--- src/rtl/score_player.sv ---
// Auto-play note sequencer: walks a writable score of {note, dur} entries,
// holding each note for dur beat strobes and driving the tone generator's note code.
module score_player #(
    parameter int SONG_LEN = 32,
    parameter int NOTE_W   = 5,
    parameter int DUR_W    = 3,
    localparam int AW      = (SONG_LEN > 1) ? $clog2(SONG_LEN) : 1,
    localparam int EW      = NOTE_W + DUR_W
) (
    input  logic              clk,
    input  logic              rst_n,
    input  logic              tick_en,
    input  logic              start,
    input  logic              stop,
    input  logic              loop_en,
    input  logic              wr_en,
    input  logic [AW-1:0]     wr_addr,
    input  logic [EW-1:0]     wr_data,
    output logic [NOTE_W-1:0] note_out,
    output logic              busy,
    output logic              done,
    output logic [AW-1:0]     step_idx
);

    typedef enum logic [1:0] {
        S_IDLE,
        S_LOAD,
        S_HOLD,
        S_FINISH
    } state_t;

    localparam logic [AW-1:0] LAST_IDX = AW'(SONG_LEN - 1);

    state_t              state_q, state_d;
    logic [NOTE_W-1:0]   note_q, note_d;
    logic [AW-1:0]       step_q, step_d;
    logic [DUR_W-1:0]    remain_q, remain_d;
    logic [EW-1:0]       mem_q [SONG_LEN];

    logic [EW-1:0]       rd_entry;
    logic [NOTE_W-1:0]   rd_note;
    logic [DUR_W-1:0]    rd_dur;
    logic                wr_ok;
    logic                end_loop;

    assign rd_entry = mem_q[step_q];
    assign rd_note  = rd_entry[EW-1:DUR_W];
    assign rd_dur   = rd_entry[DUR_W-1:0];

    // The score is frozen while playing; stop also masks a coincident write.
    assign wr_ok    = wr_en && !stop && (state_q == S_IDLE);

    // Looping back to entry 0 is only meaningful if we are not already there,
    // otherwise an empty score with loop_en would spin in LOAD forever.
    assign end_loop = loop_en && (step_q != '0);

    always_ff @(posedge clk or negedge rst_n) begin
        if (!rst_n) begin
            for (int i = 0; i < SONG_LEN; i++) begin
                mem_q[i] <= '0;
            end
        end else if (wr_ok) begin
            mem_q[wr_addr] <= wr_data;
        end
    end

    always_ff @(posedge clk or negedge rst_n) begin
        if (!rst_n) begin
            state_q  <= S_IDLE;
            note_q   <= '0;
            step_q   <= '0;
            remain_q <= '0;
        end else begin
            state_q  <= state_d;
            note_q   <= note_d;
            step_q   <= step_d;
            remain_q <= remain_d;
        end
    end

    always_comb begin
        state_d  = state_q;
        note_d   = note_q;
        step_d   = step_q;
        remain_d = remain_q;

        unique case (state_q)
            S_IDLE: begin
                note_d = '0;
                if (start) begin
                    step_d  = '0;
                    state_d = S_LOAD;
                end
            end
            S_LOAD: begin
                if (rd_dur != '0) begin
                    note_d   = rd_note;
                    remain_d = rd_dur;
                    state_d  = S_HOLD;
                end else if (end_loop) begin
                    step_d = '0;
                end else begin
                    note_d  = '0;
                    state_d = S_FINISH;
                end
            end
            S_HOLD: begin
                if (tick_en) begin
                    remain_d = remain_q - DUR_W'(1);
                    if (remain_q == DUR_W'(1)) begin
                        // Running off the last entry behaves like hitting an end marker.
                        if (step_q == LAST_IDX) begin
                            if (end_loop) begin
                                step_d  = '0;
                                state_d = S_LOAD;
                            end else begin
                                note_d  = '0;
                                state_d = S_FINISH;
                            end
                        end else begin
                            step_d  = step_q + AW'(1);
                            state_d = S_LOAD;
                        end
                    end
                end
            end
            S_FINISH: begin
                note_d  = '0;
                state_d = S_IDLE;
            end
            default: begin
                note_d  = '0;
                state_d = S_IDLE;
            end
        endcase

        if (stop) begin
            state_d = S_IDLE;
            note_d  = '0;
            step_d  = '0;
        end
    end

    assign note_out = note_q;
    assign step_idx = step_q;
    assign busy     = (state_q != S_IDLE);
    assign done     = (state_q == S_FINISH);

endmodule

--- config.mk ---
export PLATFORM = sky130hd
export DESIGN_NAME = score_player
export DESIGN_NICKNAME = d
export VERILOG_FILES = /design/src/rtl/score_player.sv
export SDC_FILE = /design/constraint.sdc
export NUM_CORES = 1
export LEC_CHECK = 0
export ABC_AREA = 0
export CAP_MARGIN = 15
export CORE_MARGIN = 1.5
export CORE_UTILIZATION = 23
export DETAILED_ROUTE_END_ITERATION = 7
export SYNTH_ARGS = -nofsm -noshare
export SYNTH_HDL_FRONTEND = slang
export SYNTH_SLANG_ARGS = --single-unit
--- constraint.sdc ---
create_clock -name clk -period 3.4 [get_ports clk]
set_input_delay 0.85 -clock clk [delete_from_list [all_inputs] [get_ports clk]]
set_output_delay 0.85 -clock clk [all_outputs]
set_load 0.005 [all_outputs]
==> out/qor.csv <==
metric;value;unit
CTS tree;yes;
post-synth top area share;0.527;
DR WL/cell;18.4;µm
# DRC;0;
first-pass GRT wire length;50400;µm
Seq/Total Area, Yosys;0.527;
Sink Count;271;
Final Setup Violations;0;
synthesized cell area;0.0129;mm²
CP Cell Sequence;buf_4, mux4_2, a22oi_1, nand3_1, a222oi_1, buf_4, o21ai_0, a32o_1;
MaxCap Viol Count;0;
initial antenna violation count;0;
final setup TNS;0;ns
pin count of the biggest net entering global routing;82;
startpoint types;register;
I/O pin count;32;
Synth Instances;877;
Synth Area in Simple Gates;0.0485;
hpwl dp;21100;µm
worst flop-to-flop path startpoint;step_idx[0];
worst hold slack;0.281;ns
crit-path leading delay family;compound AO/OA/AOI/OAI gates;
DR vias;7754;
clock buffer depth;3;
Area growth syn-to-layout;20.0;%
top post-synthesis cells by area;dfrtp_1 (53%), mux2_2 (23%), mux4_2 (12%), clkbuf_1 (1.3%), nand2_1 (1.3%);
Reg2Reg Depth;8;
First-pass DRT Iterations;5;
Reg-to-Reg End;step_idx[4];
Worst Clk Skew;0.0133;ns
setup bufs post-CTS;0;
routability-driven placement congestion ratio;0.833;
die area;0.0574;mm²
CTS buffer count;30;
CTS Root Cell;clkbuf_16;
Seq cells post-synth;271;
Die Y;240;µm
CP max stage delay;0.71;ns
IO buf count;31;
asr flop ratio synth;1.00;
core area;0.0552;mm²
DRT antenna net count;0;
routed vias/inst;4.52;
Critical Path RT;3.85;ns
Crit path depth;8;
fin. max-slew vios;0;
post-synthesis compound-gate area fraction;0.0381;
Most used DFF post-synth;dfrtp_1;
PD cells;590;mW/mm²
min cycle time layout;3.19;ns
dpl ws;0.220;ns
status;finished clean;
Worst-path clk slew;0.06;ns
mux share of post-synthesis cell area;0.353;
XOR/XNOR share of the synthesized area;0;
Critical Path Sink Type;register;
Slew @ Worst Pin;0.654;ns
Post-CTS Resized;0;
DP Cell Count;1657;
Synth Area in Adders;0.00971;
combinational family with the most area after synthesis;multiplexers;
CP max stage cell;dfrtp_4;
Final WS setup;0.215;ns
Worst VDD drop;0.375;mV
Final Hold Vio Count;0;
yosys warns;0;
DR iter-0 viols;367;
syn avg cell area;14.7;µm²
Die X-Extent;240;µm
Critical Path Most Common Cell;buf_4;
share of cells above drive strength 1;0.463;
vias in the first global route;8335;
Row Count;86;
leading area contributor after synthesis;dfrtp_1;
Starting Density;0.233;
fmax;314;MHz
Mapped Nets;907;
EDFF count, synth;0;
Total Routing Usage GR;0.113;
latest clock arrival within the worst-skew pair;0.56;ns
final WL;31500;µm
post-route insts no fill;1714;
Worst Hold Class;in -> async;
buffers and inverters on the worst path;2;
leakage power;6.86;nW
aggregate global routing overflow;0;
crit path kind;reg -> reg;
CP Max Fanout;19;
fin crit share;0.937;
H-Tree Depth;1;
Netlist cell types;49;
RSZ-0062 raised after global routing;false;
Critical Path AT;3.64;ns
R2R setup slack;0.21;ns
Final #Nets;971;
hold_buf cts;0;
Slew HR;0.564;
## placed cells by master (no fill, tap or decap), types with 4 or more instances in the layout
master           instances
clkdlybuf4s50_1         30
o21ai_0                  4
nand3_1                  9
and3_1                   4
clkbuf_16               31
nor2b_1                 12
inv_1                   12
a22o_1                   8
nor2_1                  26
nor3b_1                  4
o221ai_1                 5
buf_4                   55
ha_1                    10
clkinv_2                 5
clkbuf_8                 9
nand2_1                 43
dfrtp_1                269
mux4_2                  68
mux2i_1                  8
a211o_1                  7
nand3b_1                 5
clkbuf_1                 8
a21oi_1                 10
a32o_1                   7
nor3_1                   4
mux2_2                 261
buf_12                   6
## worst max path at each step
stage	end	slack, ns	start
floorplan	note_out[1]	0.38	step_idx[0]
global placement	step_idx[4]	0.26	step_idx[0]
detailed placement	step_idx[4]	0.22	step_idx[0]
CTS	step_idx[4]	0.20	step_idx[0]
global route	state_q[1]	0.07	step_idx[0]
finish	step_idx[4]	0.21	step_idx[0]
## area by class of cell
cell class              instances  area (µm²)
fillers                      5537       39700
diodes                          1        2.50
inverters                      13        48.8
flip-flops and latches        271        6790
clock inverters                 8         115
repair buffers                 92         848
well taps                     748         936
multi-input cells             533        5790
clock buffers                  48         930
## metal layers
layer  vias to the layer above  part of all wire  wire length, µm  global-route usage
li1                       3432                 -                -                   -
met4                         0             0.023              728              0.0274
met3                        48             0.038             1190              0.0187
met2                       133              0.48            15200               0.186
met5                         -                 0                0                   0
met1                      4141              0.46            14400               0.155
## logic make-up (layout without fill, tap and decap cells)
kind of cell / count (synthesis) / count (layout)
compound gates: 61 / 61
mux: 337 / 337
flops: 271 / 271
simple gates: 125 / 125
buf+inv: 73 / 161
other cells: 0 / 1
fa+ha+maj: 10 / 10
## sequential cells by signal, indices dropped and copies added, names as in the netlist
name      flops
step_idx      5
state_q       2
mem_q       256
remain_q      3
note_out      5
## cell usage after synthesis, types with 8 or more instances
library cell  count
mux2_2          261
clkbuf_1         45
mux4_2           68
a22o_1            8
dfrtp_1         271
a21oi_1          10
nand2_1          43
ha_1             10
mux2i_1           8
nor2_1           26
inv_1            12
nand3_1           9
nor2b_1          12
## per-stage QoR
step / instance area, µm² / util / power, mW
detailed placement: 14400 / 0.261 / 5.81
floorplan: 12900 / - / 5.27
finish: 15500 / 0.280 / 9.12
global placement: 14400 / 0.261 / 5.73
global route: 15500 / 0.280 / 9.58
CTS: 15500 / 0.280 / 9.22
## power breakdown
| group | leakage (nW) | total [mW] | switching [mW] | internal (mW) |
|---|---|---|---|---|
| registers | 3.65 | 4.13 | 0.308 | 3.82 |
| logic | 2.69 | 1.62 | 0.722 | 0.895 |
| clock network | 0.518 | 3.38 | 1.29 | 2.08 |
| total | 6.86 | 9.12 | 2.32 | 6.80 |
## worst reg2reg max path, delay by kind of cell (launching register included)
kind	cells	cell delay, ns
AO/OA/AOI/OAI	4	1.00
flip-flops	1	0.71
multiplexers	1	0.53
buffers and inverters	2	0.61
AND/OR/NAND/NOR	1	0.21
No activity file was read; power rests on OpenSTA's default activity.
